<file path="config.mk">
export PLATFORM = sky130hd
export DESIGN_NAME = cbus_arbiter
export DESIGN_NICKNAME = d
export VERILOG_FILES = /design/src/rtl/cbus_arbiter.sv
export SDC_FILE = /design/constraint.sdc
export NUM_CORES = 1
export LEC_CHECK = 0
export BUFFER_PORTS_ARGS = -buffer_cell sky130_fd_sc_hd__buf_2
export CAP_MARGIN = 40
export CORE_AREA = 2 2 126 128
export CTS_BUF_LIST = sky130_fd_sc_hd__clkbuf_8
export CTS_CLUSTER_SIZE = 12
export DETAILED_ROUTE_END_ITERATION = 10
export DIE_AREA = 0 0 128 130
export GPL_TIMING_DRIVEN = 0
export PLACE_DENSITY = 0.48
export SYNTH_ARGS = -nofsm -noshare
export SYNTH_HDL_FRONTEND = slang
export SYNTH_SLANG_ARGS = --single-unit
export TNS_END_PERCENT = 10
</file>
<file path="constraint.sdc">
create_clock -name clk -period 2.05 [get_ports clk]
set_clock_uncertainty 0.1 [all_clocks]
set_input_delay 0.3075 -clock clk [delete_from_list [all_inputs] [get_ports clk]]
set_output_delay 0.3075 -clock clk [all_outputs]
set_load 0.05 [all_outputs]
</file>
<file path="src/rtl/cbus_arbiter.sv">
// Round-robin arbiter: N upstream cache-bus masters onto one downstream memory-bus port.
// The whole transaction (single beat or burst) is granted to one master, until the beat
// flagged last completes. Each transaction is followed by one idle cycle.

package cbus_pkg;

  // len is the beat count minus one (0 = single beat).
  typedef struct packed {
    logic        valid;
    logic        is_write;
    logic [31:0] addr;
    logic [7:0]  len;
    logic [31:0] wdata;
  } cbus_req_t;

  typedef struct packed {
    logic        ready;
    logic        last;
    logic [31:0] data;
  } cbus_resp_t;

endpackage

`ifndef ASSERT
`define ASSERT(name, prop, clk, rst) \
  name: assert property (@(posedge clk) disable iff (rst) (prop));
`endif

module cbus_arbiter
  import cbus_pkg::*;
#(
  parameter int unsigned NUM_MASTERS = 2,
  parameter int unsigned IDX_W       = (NUM_MASTERS > 2) ? $clog2(NUM_MASTERS) : 1
) (
  input  logic       clk,
  input  logic       reset,
  input  cbus_req_t  ireqs  [NUM_MASTERS],
  output cbus_resp_t iresps [NUM_MASTERS],
  output cbus_req_t  oreq,
  input  cbus_resp_t oresp
);

  typedef enum logic [0:0] {StIdle, StBusy} state_e;

  state_e           state_q, state_d;
  logic [IDX_W-1:0] grant_idx_q, grant_idx_d;
  logic [IDX_W-1:0] rr_ptr_q, rr_ptr_d;
  logic [7:0]       beat_cnt_q, beat_cnt_d;

  logic             pick_found;
  logic [IDX_W-1:0] pick_idx;
  logic [IDX_W:0]   cand;

  // Find the first valid master scanning from rr_ptr with wrap-around.
  always_comb begin
    pick_found = 1'b0;
    pick_idx   = '0;
    cand       = '0;
    for (int unsigned k = 0; k < NUM_MASTERS; k++) begin
      cand = {1'b0, rr_ptr_q} + (IDX_W + 1)'(k);
      if (cand >= (IDX_W + 1)'(NUM_MASTERS)) begin
        cand = cand - (IDX_W + 1)'(NUM_MASTERS);
      end
      if (!pick_found && ireqs[cand[IDX_W-1:0]].valid) begin
        pick_found = 1'b1;
        pick_idx   = cand[IDX_W-1:0];
      end
    end
  end

  // Next-state logic plus combinational request/response routing.
  always_comb begin
    state_d     = state_q;
    grant_idx_d = grant_idx_q;
    rr_ptr_d    = rr_ptr_q;
    beat_cnt_d  = beat_cnt_q;
    oreq        = '0;
    for (int unsigned i = 0; i < NUM_MASTERS; i++) begin
      iresps[i] = '0;
    end

    unique case (state_q)
      StIdle: begin
        if (pick_found) begin
          grant_idx_d = pick_idx;
          beat_cnt_d  = '0;
          state_d     = StBusy;
        end
      end
      StBusy: begin
        // Grant is held until last even if the master drops valid; valid passes through.
        oreq                = ireqs[grant_idx_q];
        iresps[grant_idx_q] = oresp;
        if (oresp.ready) begin
          if (beat_cnt_q != 8'hff) begin
            beat_cnt_d = beat_cnt_q + 8'd1;
          end
          if (oresp.last) begin
            rr_ptr_d = (grant_idx_q == IDX_W'(NUM_MASTERS - 1)) ? '0 : grant_idx_q + 1'b1;
            state_d  = StIdle;
          end
        end
      end
      default: state_d = StIdle;
    endcase
  end

  // State registers; an aborted transaction is simply dropped on reset.
  always_ff @(posedge clk or posedge reset) begin
    if (reset) begin
      state_q     <= StIdle;
      grant_idx_q <= '0;
      rr_ptr_q    <= '0;
      beat_cnt_q  <= '0;
    end else begin
      state_q     <= state_d;
      grant_idx_q <= grant_idx_d;
      rr_ptr_q    <= rr_ptr_d;
      beat_cnt_q  <= beat_cnt_d;
    end
  end

`ifndef SYNTHESIS
  // Beat count must agree with the request length when downstream signals last.
  `ASSERT(burst_len_matches,
          !(state_q == StBusy && oresp.ready && oresp.last) ||
          (({1'b0, beat_cnt_q} + 9'd1) == ({1'b0, oreq.len} + 9'd1)),
          clk, reset)
`endif

endmodule

</file>
==> results_dict.tcl <==
set metrics [dict create \
    status "finished, final reports clean" \
    synth_area_leader_cell "mux2i_1" \
    arrival_ns 1.53 \
    synth_edf_count 0 \
    rsz0062_at_grt "false" \
    antenna_cells 0 \
    yosys_register_bits 3 \
    worstPathRequired_ns 1.64 \
    io_pins 326 \
    synth_most_common_cell "nor2b_1" \
    nets 773 \
    antenna_found_initial 0 \
    rows 46 \
    yosysTopAreaCellShare_pct 38.9 \
    cp_slowest_cell "dfrtp_2" \
    tightest_slew_ns 0.425 \
    remaining_drc_errors 0 \
    drive_gt1_share_pct 60.4 \
    critPathMaxStageDelay_ns 0.43 \
    fin_crit_ns 1.94 \
    leakagePower_nw 2.49 \
    ys.warnings.count 0 \
    synth.yosys.seq_area_share_pct 3.94 \
    track_usage_pct 10.6 \
    setup_ws_ns 0.111 \
    worstSetupPathType "register to output pin" \
    crit_chain "buf_8, buf_4, mux2i_1, nor2b_1, buf_2" \
    clock_path_buffers 2 \
    dp_hpwl_mm 8.92 \
    start_kind "register" \
    synth_flop_cell "dfrtp_1" \
    wirelength_mm 10.3 \
    coreArea_um2 15400 \
    ir_worst_vdd_uv 378 \
    place_ws_ns -0.198 \
    syn2layout_area_growth_pct 107 \
    drv_slew 0 \
    hold_slack_ns 0.251 \
    gp_congestion 0.855 \
    setup_viol 0 \
    die_area_um2 16600 \
    cts_buffers 3 \
    io_buffers 325 \
    postSynthCellCount 258 \
    cts_tree "done" \
    crit_buf_inv 3 \
    synth.area.top_cells "mux2i_1 39%, nor2b_1 25%, and3_1 11%" \
    initial_utilization_pct 12.3 \
    drt_first_iter_violations 79 \
    ys_top_cells_by_count "76 x nor2b_1, 74 x mux2i_1, 34 x and3_1, 33 x and2_1, 17 x clkbuf_1" \
    fmax_mhz 516 \
    grt_pass1_vias 2631 \
    cts.htree.levels 1 \
    syn_nets 442 \
    die_w_um 128 \
    critPathTopFamily "buffers and inverters" \
    grt_pass1_wl_mm 13.8 \
    clock_latency_ns 0.21 \
    grt_overflow 0 \
    drt_first_pass_iters 4 \
    wl_per_cell_um 13.2 \
    fin_setup_tns_ns 0 \
    dp_cells 775 \
    via_per_inst 3.86 \
    total_power_mw 3.77 \
    synth_area_per_cell_um2 7.38 \
    synthesis.area_um2 1900 \
    ys_types 17 \
    final_cells 780 \
    period_share_pct 94.6 \
    cts-root-buf "clkbuf_8" \
    power_density_nw_per_um2 955 \
    worst-path-max-fanout 10 \
    vias 3011 \
    drv_cap 0 \
    relSlewSlack_pct 71.7 \
    clkSlewWorstSetupHoldPaths_ns 0.03 \
    cts.sinks 3 \
    ant_nets 0 \
    final-hold-violation-count 0 \
    hold_path_class "input pin to register" \
    grt_max_degree 11 \
    async_flop_share_pct 100 \
    die_y_um 130 \
    crit_path_end_kind "output pin" \
]
## logic make-up (layout without fill, tap and decap cells)
| group | after synthesis | after routing | share of synthesized area (%) |
|---|---|---|---|
| DFF | 3 | 3 | 3.94 |
| and+or+nand+nor | 148 | 148 | 48.2 |
| AOI/OAI and AO/OA | 4 | 4 | 1.58 |
| muxes | 74 | 74 | 38.9 |
| buffers and inverters | 29 | 359 | 7.36 |
## area by class of cell
type | count | area [um2]
repair buffers | 327 | 1710
plain buffers | 27 | 180
flip-flops and latches | 3 | 77.6
well taps | 192 | 240
clock buffers | 3 | 41.3
fillers | 1742 | 11500
multi-input cells | 226 | 1690
clock inverters | 1 | 3.75
inverters | 1 | 3.75
## layer usage
layer / up-vias / share of wire, % / track usage (%)
met1: 1286 / 39 / 12.3
met4: 0 / 0.61 / 1.87
li1: 1528 / - / -
met3: 6 / 9.1 / 1.52
met5: - / 0 / 0
met2: 191 / 52 / 20.8
## registers in the layout (all words and copies together) (netlist names)
register,cells
rr_ptr_q,1
state_q,1
grant_idx_q,1
## repair_timing
action                                  4_1_cts  5_1_grt
endpoints found under the setup margin      107       98
hold buffers                                  1        0
setup buffers                                 0        1
hold endpoints to repair                      3        0
gates resized for setup                      35       18
cloned                                        0        0
## through the flow
step / util, % / area [um2]
2_1_floorplan: - / 1900
3_3_place_gp: 24.4 / 3770
3_5_place_dp: 24.4 / 3770
4_1_cts: 25.3 / 3910
5_1_grt: 25.6 / 3950
6_report: 25.6 / 3950
## placed cells by master, fill, tap and decap left out, types with 2 or more instances in the layout
master | synthesis | routed
clkbuf_4 | 0 | 14
buf_4 | 7 | 17
buf_6 | 0 | 5
clkbuf_8 | 0 | 3
nor2b_1 | 76 | 75
clkbuf_1 | 17 | 5
dfrtp_2 | 0 | 2
clkbuf_2 | 1 | 10
and3_1 | 34 | 34
mux2i_1 | 74 | 74
buf_2 | 3 | 301
nand2_1 | 2 | 2
a31oi_1 | 2 | 2
and2_1 | 33 | 33
inv_1 | 1 | 2
## final timing paths
check,start,slack [ns],cells after the start,end
setup / recovery,grant_idx_q,0.11,5,oreq[8]
hold / removal,oresp[32],0.25,2,state_q
setup reg to reg,state_q,0.82,2,rr_ptr_q
hold reg to reg,rr_ptr_q,0.44,2,grant_idx_q
max in group asynchronous,reset,1.30,3,state_q
min in group asynchronous,reset,0.41,3,grant_idx_q
## power by group
group	internal (mW)	switching [mW]	total, mW	leakage (nW)
sequential	0.0738	0.0166	0.0904	0.0310
combinational	1.04	2.47	3.52	2.44
clock	0.127	0.0375	0.165	0.0269
total	1.24	2.53	3.77	2.49
(Power assumes the default switching activity.)
